File: config.mk
export PLATFORM = sky130hd
export DESIGN_NAME = block_sf_param
export DESIGN_NICKNAME = d
export VERILOG_FILES = /design/src/rtl/block_sf_pkg.sv /design/src/rtl/sf_shift_add.sv /design/src/rtl/block_sf_param.sv
export SDC_FILE = /design/constraint.sdc
export NUM_CORES = 1
export LEC_CHECK = 0
export CORE_MARGIN = 1.5
export CORE_UTILIZATION = 30
export DETAILED_ROUTE_END_ITERATION = 7
export PLACE_DENSITY_LB_ADDON = 0.15
export SETUP_SLACK_MARGIN = 0.1
export SYNTH_ARGS = -nofsm -noshare
export SYNTH_HDL_FRONTEND = slang
export SYNTH_SLANG_ARGS = --single-unit
File: constraint.sdc
create_clock -name clock -period 4.8 [get_ports clock]
set_input_delay 0.96 -clock clock [delete_from_list [all_inputs] [get_ports clock]]
set_output_delay 0.96 -clock clock [all_outputs]
set_load 0.03 [all_outputs]
File: src/rtl/block_sf_pkg.sv
// Shared types and default sizes for the sum/difference scale-factor block.
package block_sf_pkg;

  localparam int W_DEF  = 18;
  localparam int KW_DEF = 4;

  typedef enum logic [1:0] {
    ST_IDLE   = 2'd0,
    ST_CALC_S = 2'd1,
    ST_CALC_D = 2'd2,
    ST_DONE   = 2'd3
  } state_e;

endpackage

File: src/rtl/sf_shift_add.sv
// Serial shift-add multiplier (one multiplier bit per step) with the
// round-half-up and saturate/wrap stage folded onto the final accumulator.
module sf_shift_add
  import block_sf_pkg::*;
#(
  parameter int W  = W_DEF,
  parameter int KW = KW_DEF
) (
  input  logic                 clock,
  input  logic                 reset,
  input  logic                 load_i,
  input  logic                 step_i,
  input  logic signed [W:0]    op_i,
  input  logic        [KW-1:0] k_i,
  input  logic                 rnd_i,
  input  logic                 sat_i,
  output logic signed [W-1:0]  res_o
);

  localparam int PW = W + KW + 1;
  localparam logic signed [PW-1:0] RND_C = {{(PW-1){1'b0}}, 1'b1} << (KW-1);
  localparam logic signed [PW-1:0] MAX_V = {{(KW+2){1'b0}}, {(W-1){1'b1}}};
  localparam logic signed [PW-1:0] MIN_V = {{(KW+2){1'b1}}, {(W-1){1'b0}}};

  logic signed [PW-1:0] mcand_q;
  logic signed [PW-1:0] acc_q;
  logic signed [PW-1:0] acc_d;
  logic signed [PW-1:0] shifted;
  logic        [KW-1:0] mplier_q;

  // The rounding constant is preloaded into the accumulator, so the single
  // adder below covers both the partial products and the round term.
  always_comb begin
    acc_d   = acc_q + (mplier_q[0] ? mcand_q : '0);
    shifted = acc_d >>> KW;
    res_o   = shifted[W-1:0];
    if (sat_i) begin
      if (shifted > MAX_V)      res_o = MAX_V[W-1:0];
      else if (shifted < MIN_V) res_o = MIN_V[W-1:0];
    end
  end

  always_ff @(posedge clock) begin
    if (reset) begin
      mcand_q  <= '0;
      acc_q    <= '0;
      mplier_q <= '0;
    end else if (load_i) begin
      mcand_q  <= {{KW{op_i[W]}}, op_i};
      acc_q    <= rnd_i ? RND_C : '0;
      mplier_q <= k_i;
    end else if (step_i) begin
      acc_q    <= acc_d;
      mcand_q  <= mcand_q <<< 1;
      mplier_q <= mplier_q >> 1;
    end
  end

endmodule

File: src/rtl/block_sf_param.sv
// Scales L+R by Ks/2^KW and L-R by Kd/2^KW through one shared serial multiplier.
//   state     | meaning
//   ST_IDLE   | in_ready high, waiting for in_valid
//   ST_CALC_S | KW shift-add steps on L+R; LpR registered on the last step
//   ST_CALC_D | KW shift-add steps on L-R; LmR registered on the last step
//   ST_DONE   | one turnaround cycle before accepting the next sample
module block_sf_param
  import block_sf_pkg::*;
#(
  parameter int W  = W_DEF,
  parameter int KW = KW_DEF
) (
  input  logic                 clock,
  input  logic                 reset,
  input  logic                 in_valid,
  output logic                 in_ready,
  input  logic signed [W-1:0]  LEFT,
  input  logic signed [W-1:0]  RIGHT,
  input  logic        [KW-1:0] Ks,
  input  logic        [KW-1:0] Kd,
  input  logic                 round_en,
  input  logic                 sat_en,
  output logic signed [W-1:0]  LI_in_LpR,
  output logic signed [W-1:0]  LI_in_LmR,
  output logic                 ready_out_LpR,
  output logic                 ready_out_LmR
);

  localparam int CW = (KW > 1) ? $clog2(KW) : 1;

  state_e               state_q;
  logic [CW-1:0]        cnt_q;
  logic signed [W:0]    d_q;
  logic [KW-1:0]        kd_q;
  logic                 rnd_q;
  logic                 sat_q;
  logic                 rdy_q;
  logic                 stb_s_q;
  logic                 stb_d_q;
  logic signed [W-1:0]  lpr_q;
  logic signed [W-1:0]  lmr_q;

  logic                 accept;
  logic                 cnt_tc;
  logic                 mul_load;
  logic                 mul_step;
  logic signed [W:0]    sum_w;
  logic signed [W:0]    diff_w;
  logic signed [W:0]    mul_op;
  logic [KW-1:0]        mul_k;
  logic                 mul_rnd;
  logic signed [W-1:0]  mul_res;

  // The difference operand is parked in d_q at acceptance and loaded into
  // the multiplier on the same edge that retires the sum pass.
  always_comb begin
    sum_w    = {LEFT[W-1], LEFT} + {RIGHT[W-1], RIGHT};
    diff_w   = {LEFT[W-1], LEFT} - {RIGHT[W-1], RIGHT};
    accept   = (state_q == ST_IDLE) && rdy_q && in_valid;
    cnt_tc   = (cnt_q == '0);
    mul_step = (state_q == ST_CALC_S) || (state_q == ST_CALC_D);
    mul_load = accept || ((state_q == ST_CALC_S) && cnt_tc);
    mul_op   = accept ? sum_w : d_q;
    mul_k    = accept ? Ks : kd_q;
    mul_rnd  = accept ? round_en : rnd_q;
  end

  sf_shift_add #(.W(W), .KW(KW)) u_mul (
    .clock  (clock),
    .reset  (reset),
    .load_i (mul_load),
    .step_i (mul_step),
    .op_i   (mul_op),
    .k_i    (mul_k),
    .rnd_i  (mul_rnd),
    .sat_i  (sat_q),
    .res_o  (mul_res)
  );

  always_ff @(posedge clock) begin
    if (reset) begin
      state_q <= ST_IDLE;
      cnt_q   <= '0;
      d_q     <= '0;
      kd_q    <= '0;
      rnd_q   <= 1'b0;
      sat_q   <= 1'b0;
      rdy_q   <= 1'b0;
      stb_s_q <= 1'b0;
      stb_d_q <= 1'b0;
      lpr_q   <= '0;
      lmr_q   <= '0;
    end else begin
      stb_s_q <= 1'b0;
      stb_d_q <= 1'b0;
      case (state_q)
        ST_IDLE: begin
          rdy_q <= !accept;
          if (accept) begin
            state_q <= ST_CALC_S;
            cnt_q   <= CW'(KW-1);
            d_q     <= diff_w;
            kd_q    <= Kd;
            rnd_q   <= round_en;
            sat_q   <= sat_en;
          end
        end
        ST_CALC_S: begin
          if (cnt_tc) begin
            state_q <= ST_CALC_D;
            cnt_q   <= CW'(KW-1);
            lpr_q   <= mul_res;
            stb_s_q <= 1'b1;
          end else begin
            cnt_q <= cnt_q - CW'(1);
          end
        end
        ST_CALC_D: begin
          if (cnt_tc) begin
            state_q <= ST_DONE;
            lmr_q   <= mul_res;
            stb_d_q <= 1'b1;
          end else begin
            cnt_q <= cnt_q - CW'(1);
          end
        end
        ST_DONE: begin
          state_q <= ST_IDLE;
          rdy_q   <= 1'b1;
        end
        default: state_q <= ST_IDLE;
      endcase
    end
  end

  assign in_ready      = rdy_q;
  assign LI_in_LpR     = lpr_q;
  assign LI_in_LmR     = lmr_q;
  assign ready_out_LpR = stb_s_q;
  assign ready_out_LmR = stb_d_q;

endmodule

==> reports/qor.yml <==
run_status:
  status: "finished, final reports clean"
clock_network:
  cts_inserted_buffers: 17
  clock_path_buffers: 2
  clkSlewWorstSetupHoldPaths_ns: 0.05
  cts.hold.buffers_added: 0
  ctsResizeCount: 0
  clock_insertion_delay_worst_skew_ns: 0.42
  htree_levels: 4
  cts_tree: "done"
  clock_sink_count: 118
  clock-root-buffer: "clkbuf_16"
  number_of_buffers_inserted_by_post_cts_setup_repair: 0
layout:
  final.fill_count: 2730
  mostFrequentLayoutCells: "nor2_1, dfxtp_1, a21oi_1, clkdlybuf4s50_1, nand2_1"
  area_growth_syn_to_layout_pct: 21.7
  fin_nets: 1160
  multi_input_comb_area_um2: 5130
  seq_cell_area_um2: 2360
  insertedDiodeCount: 0
  post_route_cells_drive_above_1_share_pct: 9.08
  design_area_um2: 9680
  mostFrequentLayoutCell: "nor2_1"
critical_path:
  critPathKind: "in -> reg"
  worst-endpoint-required_ns: 5.06
  timing.reg2reg.setup_slack_ns: 0.94
  cp-start-kind: "input pin"
  critPathLaunch: "LEFT[0]"
  worstPathMaxFanout: 5
  critical_path.endpoint_type: "flop"
  crit_arrival_ns: 4.22
  worstReg2RegStart: "u_mul.mplier_q[0]$_SDFFE_PP0P_"
synthesis:
  synth.lib_cells_used.distinct: 72
  synth-edff-count: 0
  synth_area_leader_cell: "dfxtp_1"
  synth_cells: 989
  yosys-mux-area-fraction_pct: 2.80
  synth_nets: 1104
  synth-seq-cells: 118
  synth_ff_type: "dfxtp_1"
  yosys_warnings: 0
  synth_compound_gate_area_share_pct: 26.5
  netlist_top_cells_area: "dfxtp_1, ha_1, nor2_1, a21oi_1, a211oi_2"
  main_combinational_cell_family_by_area_after_synthesis: "compound AO/OA/AOI/OAI gates"
  yosys.area_share.xor_xnor_pct: 4.75
  synthDominantCellAreaShare_pct: 29.7
  syn-cell-area_um2: 7950
  syn_area_per_cell_um2: 8.04
  synth_seq_area_share_pct: 29.7
  post_synthesis_simple_gate_area_fraction_pct: 19.6
  synth_adder_area_share_pct: 10.7
  synth_async_sr_flop_share_pct: 0
global_route:
  grt_antenna_before_repair: 0
  grt_pass1_vias: 6684
  grt_overflow_total: 0
  grt_first_pass_wirelength_um: 34500
  grt_util_all_layers_pct: 15.2
  maximum_number_of_pins_on_one_net_before_global_route_repair: 59
drt:
  drt_wl_total_um: 20700
  avgRoutedWirePerCell_um: 14.9
  drt_iter0_markers: 423
  antenna_violating_nets_post_route: 0
  dr_total_vias: 6940
  route.detailed.vias_per_inst: 4.99
  detail_route.first_pass.iterations: 5
  count_of_unresolved_drc_violations_after_routing: 0
sta:
  finalSetupViolCount: 0
  timing.fmax_ghz: 0.253
  setup_repair_after_global_routing_missed_its_margin: "no"
  actual_slew_at_the_worst_max_slew_pin_ns: 0.938
  tns_ns: 0
  max-slew-margin-rel_pct: 37.5
  finClkSkew_ns: 0.00904
  hold_viol_final: 0
  finalWorstPathRequiredPeriod_ns: 3.96
  timing.final.max_slew_violations: 0
  period_share_pct: 82.4
pwr:
  total_power_mw: 4.82
  sequentialPowerShare_pct: 28.4
  power.internal_mw: 2.96
  share_clk_of_total_power_pct: 28.4
  p_leak_nw: 3.84
  powerDensity_nw_per_um2: 498
  comb_power_share_pct: 43.2
  netSwitchingFraction_pct: 38.6
  ir_drop_uv: 324
  power.switching_mw: 1.86
placed_design:
  placed_cell_area_um2: 9050
  place.gp.congestion: 0.823
  dp_hpwl_um: 14900
  buffer_ports.inserted: 87
floorplanning:
  num_io_pins: 88
  core_area_um2: 26100
  row_count: 59
  floorplan.die_area_um2: 27500
  die_width_um: 166
  floorplan.initialDensity_pct: 30.5
  die_height_um: 166
worst_hold_path:
  hold_path.class: "reg -> reg"
  startpoint_of_the_most_critical_hold_path: "d_q[15]$_SDFFE_PP0P_"
job:
  cap_viol_max_count: 0
[final timing paths]
path,to,depth (start not counted)
min,d_q[15]$_SDFFE_PP0P_,2
max reg2reg,LI_in_LpR[4]$_SDFFE_PP0P_,14
max,u_mul.mcand_q[18]$_SDFFE_PP0P_,13
min reg2reg,d_q[15]$_SDFFE_PP0P_,2
[layer usage]
layer / GRT usage (%) / vias up / part of all wire, %
met5: 0 / - / 0
met4: 4.19 / 0 / 0.99
met3: 2.60 / 14 / 3.0
met2: 23.5 / 119 / 43
met1: 21.8 / 3209 / 53
li1: - / 3598 / -
[worst max-delay path, stage by stage]
cell	delay, ns
clkdlybuf4s50_1	0.48
ha_1	0.18
inv_1	0.05
fa_1	0.40
o21bai_1	0.15
a21o_1	0.17
a21oi_1	0.11
o31ai_1	0.35
a311oi_1	0.26
o311ai_1	0.61
nand2_1	0.13
nand4_1	0.26
a211oi_1	0.11
[state kept, by name (all words and copies together) (netlist names)]
signal          flops
u_mul.acc_q        23
d_q                19
ready_out_LpR       1
u_mul.mcand_q      23
kd_q                4
state_q             2
ready_out_LmR       1
cnt_q               2
rnd_q               1
sat_q               1
in_ready            1
LI_in_LpR          18
u_mul.mplier_q      4
LI_in_LmR          18
[metrics by stage]
stage / cells / utilization (%) / hold slack (ns) / setup WS, ns
final: 1392 / 37.1 / 0.445 / 0.845
after global routing: 1392 / 37.1 / 0.468 / 0.494
after CTS: 1392 / 37.1 / 0.450 / 0.841
after detailed placement: 1361 / 34.7 / 0.443 / 0.369
after global placement: 1361 / 34.7 / 0.438 / 0.503
after floorplan: 989 / - / 0.429 / 1.42
[cells by family after synthesis]
| kind of cell | count (synthesis) |
|---|---|
| adder cells (fa/ha/maj) | 66 |
| XOR/XNOR | 41 |
| flip-flops | 118 |
| AND/OR/NAND/NOR | 331 |
| buffers and inverters | 110 |
| AO/OA/AOI/OAI | 302 |
| multiplexers | 21 |
[synthesized netlist by cell type (25+ instances only)]
| cell | instances |
|---|---|
| and2_1 | 25 |
| xnor2_1 | 31 |
| a21oi_1 | 89 |
| inv_1 | 49 |
| nor2_1 | 131 |
| ha_1 | 63 |
| clkbuf_1 | 49 |
| a211oi_1 | 29 |
| dfxtp_1 | 118 |
| nand2_1 | 81 |
| o21ai_0 | 59 |
| a211oi_2 | 25 |
[power groups by stage]
| stage | clock network, mW | registers [mW] | logic, mW |
|---|---|---|---|
| after floorplan | 0 | 1.53 | 1.36 |
| after global placement | 0 | 1.39 | 2.09 |
| after detailed placement | 0 | 1.39 | 2.10 |
| after CTS | 1.40 | 1.37 | 2.11 |
| after global routing | 1.44 | 1.40 | 2.32 |
| final | 1.37 | 1.37 | 2.08 |
[cell type report]
cell class                      instances  share of cell area, %
Inverter                               49                   1.90
Tap cell                              335                   4.33
Timing Repair Buffer                   98                   9.82
Clock buffer                           23                   5.04
Sequential cell                       118                   24.4
Clock inverter                          8                   1.50
Multi-Input combinational cell        761                   53.0
No activity file was read; power rests on OpenSTA's default activity.
